===== config.mk =====
export PLATFORM = sky130hd
export DESIGN_NAME = regfile_mp_sb
export DESIGN_NICKNAME = d
export VERILOG_FILES = /design/src/rtl/regfile_mp_sb.sv
export SDC_FILE = /design/constraint.sdc
export NUM_CORES = 1
export LEC_CHECK = 0
export BUFFER_PORTS_ARGS = -buffer_cell sky130_fd_sc_hd__buf_2
export CAP_MARGIN = 10
export CORE_MARGIN = 10
export CORE_UTILIZATION = 55
export DETAILED_ROUTE_END_ITERATION = 16
export PLACE_DENSITY = 0.71
export SLEW_MARGIN = 30
export SYNTH_ARGS = -nofsm -noshare
export SYNTH_HDL_FRONTEND = slang
export SYNTH_SLANG_ARGS = --single-unit
export TNS_END_PERCENT = 30

===== constraint.sdc =====
create_clock -name clk -period 10.2 [get_ports clk]
set_input_delay 1.02 -clock clk [delete_from_list [all_inputs] [get_ports clk]]
set_output_delay 1.02 -clock clk [all_outputs]
set_load 0.02 [all_outputs]

===== src/rtl/regfile_mp_sb.sv =====
// Multi-read-port register file with a pending-write scoreboard, optional write-to-read
// bypass and a hardware zero-fill sweep after reset. Register 0 always reads as zero.
module regfile_mp_sb #(
  parameter int XLEN   = 32,
  parameter int NREGS  = 32,
  parameter int AW     = 5,
  parameter int NUM_RD = 2,
  parameter int BYPASS = 1
) (
  input  logic                     clk,
  input  logic                     rst,
  input  logic [NUM_RD*AW-1:0]     ra,
  output logic [NUM_RD*XLEN-1:0]   rd,
  output logic [NUM_RD-1:0]        rd_busy,
  input  logic                     we,
  input  logic [AW-1:0]            wa,
  input  logic [XLEN-1:0]          wd,
  input  logic                     sb_set,
  input  logic [AW-1:0]            sb_addr,
  output logic                     init_done
);

  typedef enum logic {CLEAR, READY} state_t;

  state_t            state;
  logic [AW-1:0]     idx;
  logic [XLEN-1:0]   regs [NREGS];
  logic [NREGS-1:0]  busy;
  logic [NREGS-1:0]  busy_nxt;
  logic              wr_en;

  assign wr_en = (state == READY) && we && (wa != '0);

  // Set is applied after clear so a producer issued on its predecessor's retire edge stays pending.
  always_comb begin
    busy_nxt = busy;
    if (we)
      busy_nxt[wa] = 1'b0;
    if (sb_set)
      busy_nxt[sb_addr] = 1'b1;
    busy_nxt[0] = 1'b0;
  end

  always_ff @(posedge clk) begin
    if (rst) begin
      state     <= CLEAR;
      idx       <= AW'(1);
      busy      <= '0;
      init_done <= 1'b0;
    end else begin
      case (state)
        CLEAR: begin
          idx <= idx + 1'b1;
          if (idx == AW'(NREGS - 1)) begin
            state     <= READY;
            init_done <= 1'b1;
          end
        end
        READY: begin
          busy <= busy_nxt;
        end
        default: begin
          state <= CLEAR;
        end
      endcase
    end
  end

  // The array has no reset; the sweep fills it with zeros while the core is stalled.
  always_ff @(posedge clk) begin
    if (!rst) begin
      if (state == CLEAR)
        regs[idx] <= '0;
      else if (wr_en)
        regs[wa] <= wd;
    end
  end

  genvar g;
  generate
    for (g = 0; g < NUM_RD; g++) begin : g_rd
      logic [AW-1:0] addr;
      logic          fwd;

      assign addr = ra[g*AW +: AW];
      assign fwd  = (BYPASS != 0) && we && (wa == addr);

      // Entry 0 is never written, so its read must be forced to zero rather than taken from the array.
      always_comb begin
        rd[g*XLEN +: XLEN] = '0;
        rd_busy[g]         = 1'b0;
        if (init_done && (addr != '0)) begin
          if (fwd) begin
            rd[g*XLEN +: XLEN] = wd;
          end else begin
            rd[g*XLEN +: XLEN] = regs[addr];
            rd_busy[g]         = busy[addr];
          end
        end
      end
    end
  endgenerate

endmodule


==> out/qor.yml, run 1 <==
timing.rr.end: "regs[18][0]"
worst_ep_arrival_time_ps: 4950
finalHoldViolCount: 0
rr_worst_depth: 6
crit_slowest_cell: "buf_4"
synthArstFlopShare_pct: 0
max_freq_ghz: 0.167
synth_ff_type: "edfxtp_1"
cpPeakStageDelay_ps: 850
ctsResizeCount: 0
synth_top_area_share_pct: 60.9
dp_hpwl_mm: 86.2
place_congestion: 0.864
yosysUniqueCellTypes: 54
ios: 123
hold_depth: 2
grt_max_degree: 120
hp-start: "busy[27]"
clk_latency_ps: 710
die_w_um: 323
postCtsSetupBuffers: 0
synth_seq_cells: 1062
crit_type: "input port to output port"
placed_cells: 3988
worstReg2RegStart: "state"
power_mw: 9.57
fp-row-count: 111
syn_inst: 2851
antenna_left: 0
rsz0062_at_grt: "no"
first_global_vias: 32200
setup_viol: 0
finalClockSkew_ps: 24.9
grt_util_all_layers_pct: 30.7
post_layout_nonfiller_instances: 4193
synth-edff-count: 1024
cts.htree.levels: 3
clk_path_buf_depth: 3
period_minus_slack_ps: 5970
timing.hold.ws_ps: 498
syn_nets: 2909
worstPathMaxFanout: 48
die_area_um2: 104000
path_clk_slew_ps: 60
vias_per_cell: 7.67
crit_required_ps: 9180
fin_crit_sh_pct: 58.5
io_buffers: 122
area_growth_pct: 10.9
core_um2: 91400
seq_area_frac_synth_pct: 62.4
numCtsBuffers: 109
fin_util_pct: 61.3
relSlewSlack_pct: 30.3
setup_tns_ps: 0
p_leak_nw: 17.4
yosysWarnings: 0
clock_sinks: 1062
maxSlewViolCount: 0
initialDrtViolationCount: 4737
drc: 0
hold_path.class: "flip-flop to flip-flop"
drt_pre_antenna_iters: 6
start_kind: "input port"
avgSynthCellArea_um2: 17.7
antenna_found_initial: 2
holdPathEnd: "busy[27]"
wirelength_mm: 161
drive_above_1_share_pct: 28.4
hold_buffers: 0
cap_violations: 0
vias: 32100
status: "completed"
cts_root_buf: "clkbuf_16"
start_util_pct: 55.3
crit_chain: "buf_6, buf_4, and2_2, buf_4, a22o_1, a2111oi_1, a21oi_1, a22o_1, buf_2"
r2r_setup_slack_ps: 5750
syn_area_um2: 50500
powerDensity_nw_per_um2: 171
worst_slew_pin_slew_ps: 1040
synth_top_area_cell: "edfxtp_1"
wl_per_cell_um: 38.4
grt_pass1_wl_mm: 230
chipHeight_um: 323
synth_area_leaders: "edfxtp_1, mux4_2, mux2i_1, dfxtp_1, a22oi_1"
cts_tree: "yes"
layout.nets: 2973
overflow: 0
vdd_drop_max_uv: 157
worstSetupEndpointType: "output port"
-- power breakdown --
part | total [mW] | internal [mW] | leakage [nW] | switching [mW]
combinational | 0.671 | 0.256 | 7.06 | 0.414
sequential | 4.78 | 4.76 | 8.51 | 0.0231
clock | 4.12 | 2.41 | 1.78 | 1.71
-- sequential cells by signal, indices dropped and copies added, names as in the netlist --
register and count:
idx 5, regs 1024, state 1, init_done 1, busy 31
-- stage by stage --
step	instance area, µm²	worst slack [ps]
2_1_floorplan	50500	5990
3_3_place_gp	52300	4420
3_5_place_dp	52300	4410
4_1_cts	56000	4380
5_1_grt	56000	4300
6_report	56000	4230
-- per-layer routing --
metal	track usage [%]	up-vias	share of wire (%)
met1	39.8	16800	35
met3	7.23	507	12
met5	0	-	0.0056
li1	-	12300	-
met4	15.5	2	5.3
met2	48.5	2503	48
-- critical path, delay by kind of cell --
| kind | cells | cell delay (ps) |
|---|---|---|
| AOI/OAI and AO/OA | 4 | 1140 |
| buffers and inverters | 4 | 1990 |
| and+or+nand+nor | 1 | 740 |
-- logic make-up after synthesis --
group / share of synthesized area, %
AOI/OAI and AO/OA: 8.51
xor gates and xnor gates: 0.208
adders and majority gates: 0.0495
buffers and inverters: 2.60
DFF: 62.4
muxes: 23.9
and+or+nand+nor: 2.42
-- synthesized netlist by cell type, drive strengths merged, types with 38 or more instances --
master  count
nor2       49
a221oi     62
a21oi     122
mux2i     294
a22oi      88
mux4      402
dfxtp      38
a22o       51
nand2      53
nor2b      39
clkbuf    100
buf       142
edfxtp   1024
a211oi     75
-- worst max path at each step --
stage                      from          end  slack, ps  cells after the start
after floorplan           wa[1]  regs[28][0]       5990                      7
after global placement    ra[1]       rd[29]       4420                      9
after detailed placement  ra[7]       rd[49]       4410                     10
after CTS                 ra[7]       rd[49]       4380                     10
after global routing      ra[7]       rd[49]       4300                     10
final                     ra[1]       rd[29]       4230                      9
-- final cells by class --
class,count,area [µm²]
flip-flops and latches,1062,31500
inverters,10,37.5
multi-input cells,1537,18100
well taps,1186,1480
clock inverters,72,852
repair buffers,195,1280
diodes,2,5.00
clock buffers,129,2820
fillers,6358,35300
-- placed cells by master (no fill, tap or decap), drive strengths merged, types with 4 or more instances in the layout --
| cell type | count |
|---|---|
| xor2 | 5 |
| mux2 | 5 |
| nor2 | 49 |
| clkbuf | 129 |
| o21bai | 31 |
| and2 | 36 |
| o22ai | 32 |
| nand3 | 9 |
| nor2b | 39 |
| a211oi | 75 |
| edfxtp | 1024 |
| a2111oi | 19 |
| nor3b | 4 |
| a221oi | 62 |
| o221ai | 33 |
| nand2 | 53 |
| xnor2 | 7 |
| a31oi | 4 |
| clkinvlp | 7 |
| buf | 195 |
| nor3 | 9 |
| or3b | 5 |
| inv | 12 |
| mux4 | 402 |
| nor4b | 4 |
| clkinv | 46 |
| and3 | 4 |
| mux2i | 294 |
| dfxtp | 38 |
| a22o | 51 |
| a211o | 32 |
| bufinv | 17 |
| a21oi | 122 |
| o21ai | 34 |
| a22oi | 88 |
Power figures use the tool's default switching activity.
==> inputs of run 2 (changes only) <==
==> constraint.sdc (replaced) <==
create_clock -name clk -period 5.66 [get_ports clk]
set_input_delay 0.566 -clock clk [delete_from_list [all_inputs] [get_ports clk]]
set_output_delay 0.566 -clock clk [all_outputs]
set_load 0.02 [all_outputs]
==> run 2 against run 1 <==
Count of clock-buffer cells in the layout increased by 8; final cell count increased by 0.76%; cell area increased by 0.85%; clock power increased by 79%; wire length about the same; die area unchanged; global-route usage about the same; largest cell class unchanged; worst setup slack got worse by 2900 ps; clock skew increased by 9.6 ps; sequential power increased by 80%.
==> out/qor.yml, run 2 (synthesis results as in run 1) <==
cap_violations: 0
vdd_drop_max_uv: 281
chipHeight_um: 323
vias_per_cell: 7.70
rsz0062_at_grt: "no"
cts_tree: "yes"
die_area_um2: 104000
maxSlewViolCount: 0
dpl_cell_area_um2: 52800
fin_crit_sh_pct: 77.4
groute.layer.met2.usage_pct: 47.9
p_leak_nw: 17.6
fin_ws_ps: 1280
grt_use_met3_pct: 7.13
drt_pre_antenna_iters: 6
post-place-ws_ps: 1320
finalHoldViolCount: 0
finalClockSkew_ps: 34.5
setup_tns_ps: 0
first_global_vias: 32100
hp-start: "sb_addr[0]"
wl_per_cell_um: 38.1
postCtsSetupBuffers: 0
wirelength_mm: 161
critPathLaunch: "ra[1]"
worst_slew_pin_slew_ps: 1130
crit_required_ps: 5090
cts_root_buf: "clkbuf_16"
regMostFlops: "regs"
status: "completed"
worst_ep_arrival_time_ps: 3820
worstSetupEndpointType: "output port"
crit_type: "input port to output port"
dp_hpwl_mm: 92.8
worst-path-stages: 7
cts.htree.levels: 3
hold_path.class: "input port to flip-flop"
clk_path_buf_depth: 3
start_kind: "input port"
timing.rr.end: "regs[10][21]"
place_congestion: 0.868
cpPeakStageDelay_ps: 830
powerDensity_nw_per_um2: 305
use_met1_pct: 40.5
layout.nets: 2999
crit_chain: "buf_6, buf_4, mux4_2, a2111oi_1, a21oi_1, a22o_1, buf_2"
r2r_setup_slack_ps: 1420
worstReg2RegStart: "state"
drc: 0
layout_commonest_cell: "edfxtp_1"
grt_max_degree: 78
max_freq_ghz: 0.228
ctsResizeCount: 0
fin_util_pct: 61.9
hold_buffers: 0
antenna_found_initial: 2
relSlewSlack_pct: 24.9
initialDrtViolationCount: 5115
die_w_um: 323
antenna_left: 0
crit_slowest_cell: "a2111oi_1"
setup_viol: 0
period_minus_slack_ps: 4380
finalInstanceArea_um2: 56500
worstPathMaxFanout: 54
ios: 123
vias: 32500
fp-row-count: 111
clk_latency_ps: 710
start_util_pct: 55.3
numCtsBuffers: 110
grt_pass1_wl_mm: 230
overflow: 0
drive_above_1_share_pct: 29.1
layout_common_cells: "edfxtp_1, mux4_2, mux2i_1, a21oi_1, buf_2"
clock_sinks: 1062
area_growth_pct: 11.9
path_clk_slew_ps: 60
critPathCapture: "rd[1]"
core_um2: 91400
crit_family: "buffers and inverters"
largest_register_ffs: 1024
top_regs: "regs (1024), busy (31), idx (5)"
grt_util_all_layers_pct: 30.6
globalRoute.busiestLayer: "met2"
path_buf_inv: 3
rr_worst_depth: 5
io_buffers: 122
run 2: changes by cell type in the layout (fill, tap and decap cells not counted), moves of 3 or more:
cell	previous run	this run
bufinv_16	17	13
buf_4	68	75
clkbuf_2	0	3
clkbuf_8	0	5
clkinv_1	20	23
buf_12	3	23
buf_6	6	2
clkinv_8	3	0
run 2: final cells by class:
type / instances / area, µm²
Inverter: 10 / 37.5
Antenna cell: 4 / 10.0
Clock buffer: 137 / 2950
Multi-Input combinational cell: 1537 / 18100
Timing Repair Buffer: 220 / 1740
Fill cell: 6383 / 34900
Sequential cell: 1062 / 31500
Tap cell: 1186 / 1480
Clock inverter: 69 / 732
run 2: metrics by stage:
step	std cells	total power, mW	hold WS [ps]
after global placement	4012	9.97	475
after global routing	4221	17.6	267
after floorplan	2851	9.58	460
after detailed placement	4014	9.99	480
final	4225	17.2	271
after CTS	4220	17.2	268
run 2: tightest hold or removal path: cells and delay by family:
kind                   cells  cell delay (ps)
buffers and inverters      1              110
AOI/OAI and AO/OA          1               50
and+or+nand+nor            2              190
run 2: report_power, final:
| group | switching (mW) | internal (mW) | total, mW |
|---|---|---|---|
| clock network | 3.10 | 4.29 | 7.39 |
| registers | 0.0441 | 8.58 | 8.62 |
| logic | 0.759 | 0.477 | 1.24 |
run 2: worst min path at each step:
stage | endpoint | cells past startpoint
2_1_floorplan | busy[26] | 2
3_3_place_gp | busy[8] | 2
3_5_place_dp | busy[20] | 2
4_1_cts | busy[12] | 4
5_1_grt | busy[10] | 4
6_report | busy[6] | 4
run 2: layer usage:
layer | part of all wire (%) | vias up | wire, µm
li1 | - | 12400 | -
met1 | 35 | 16900 | 56400
met2 | 47 | 2691 | 75900
met3 | 13 | 516 | 20200
met4 | 5.2 | 0 | 8320
met5 | 0 | - | 0
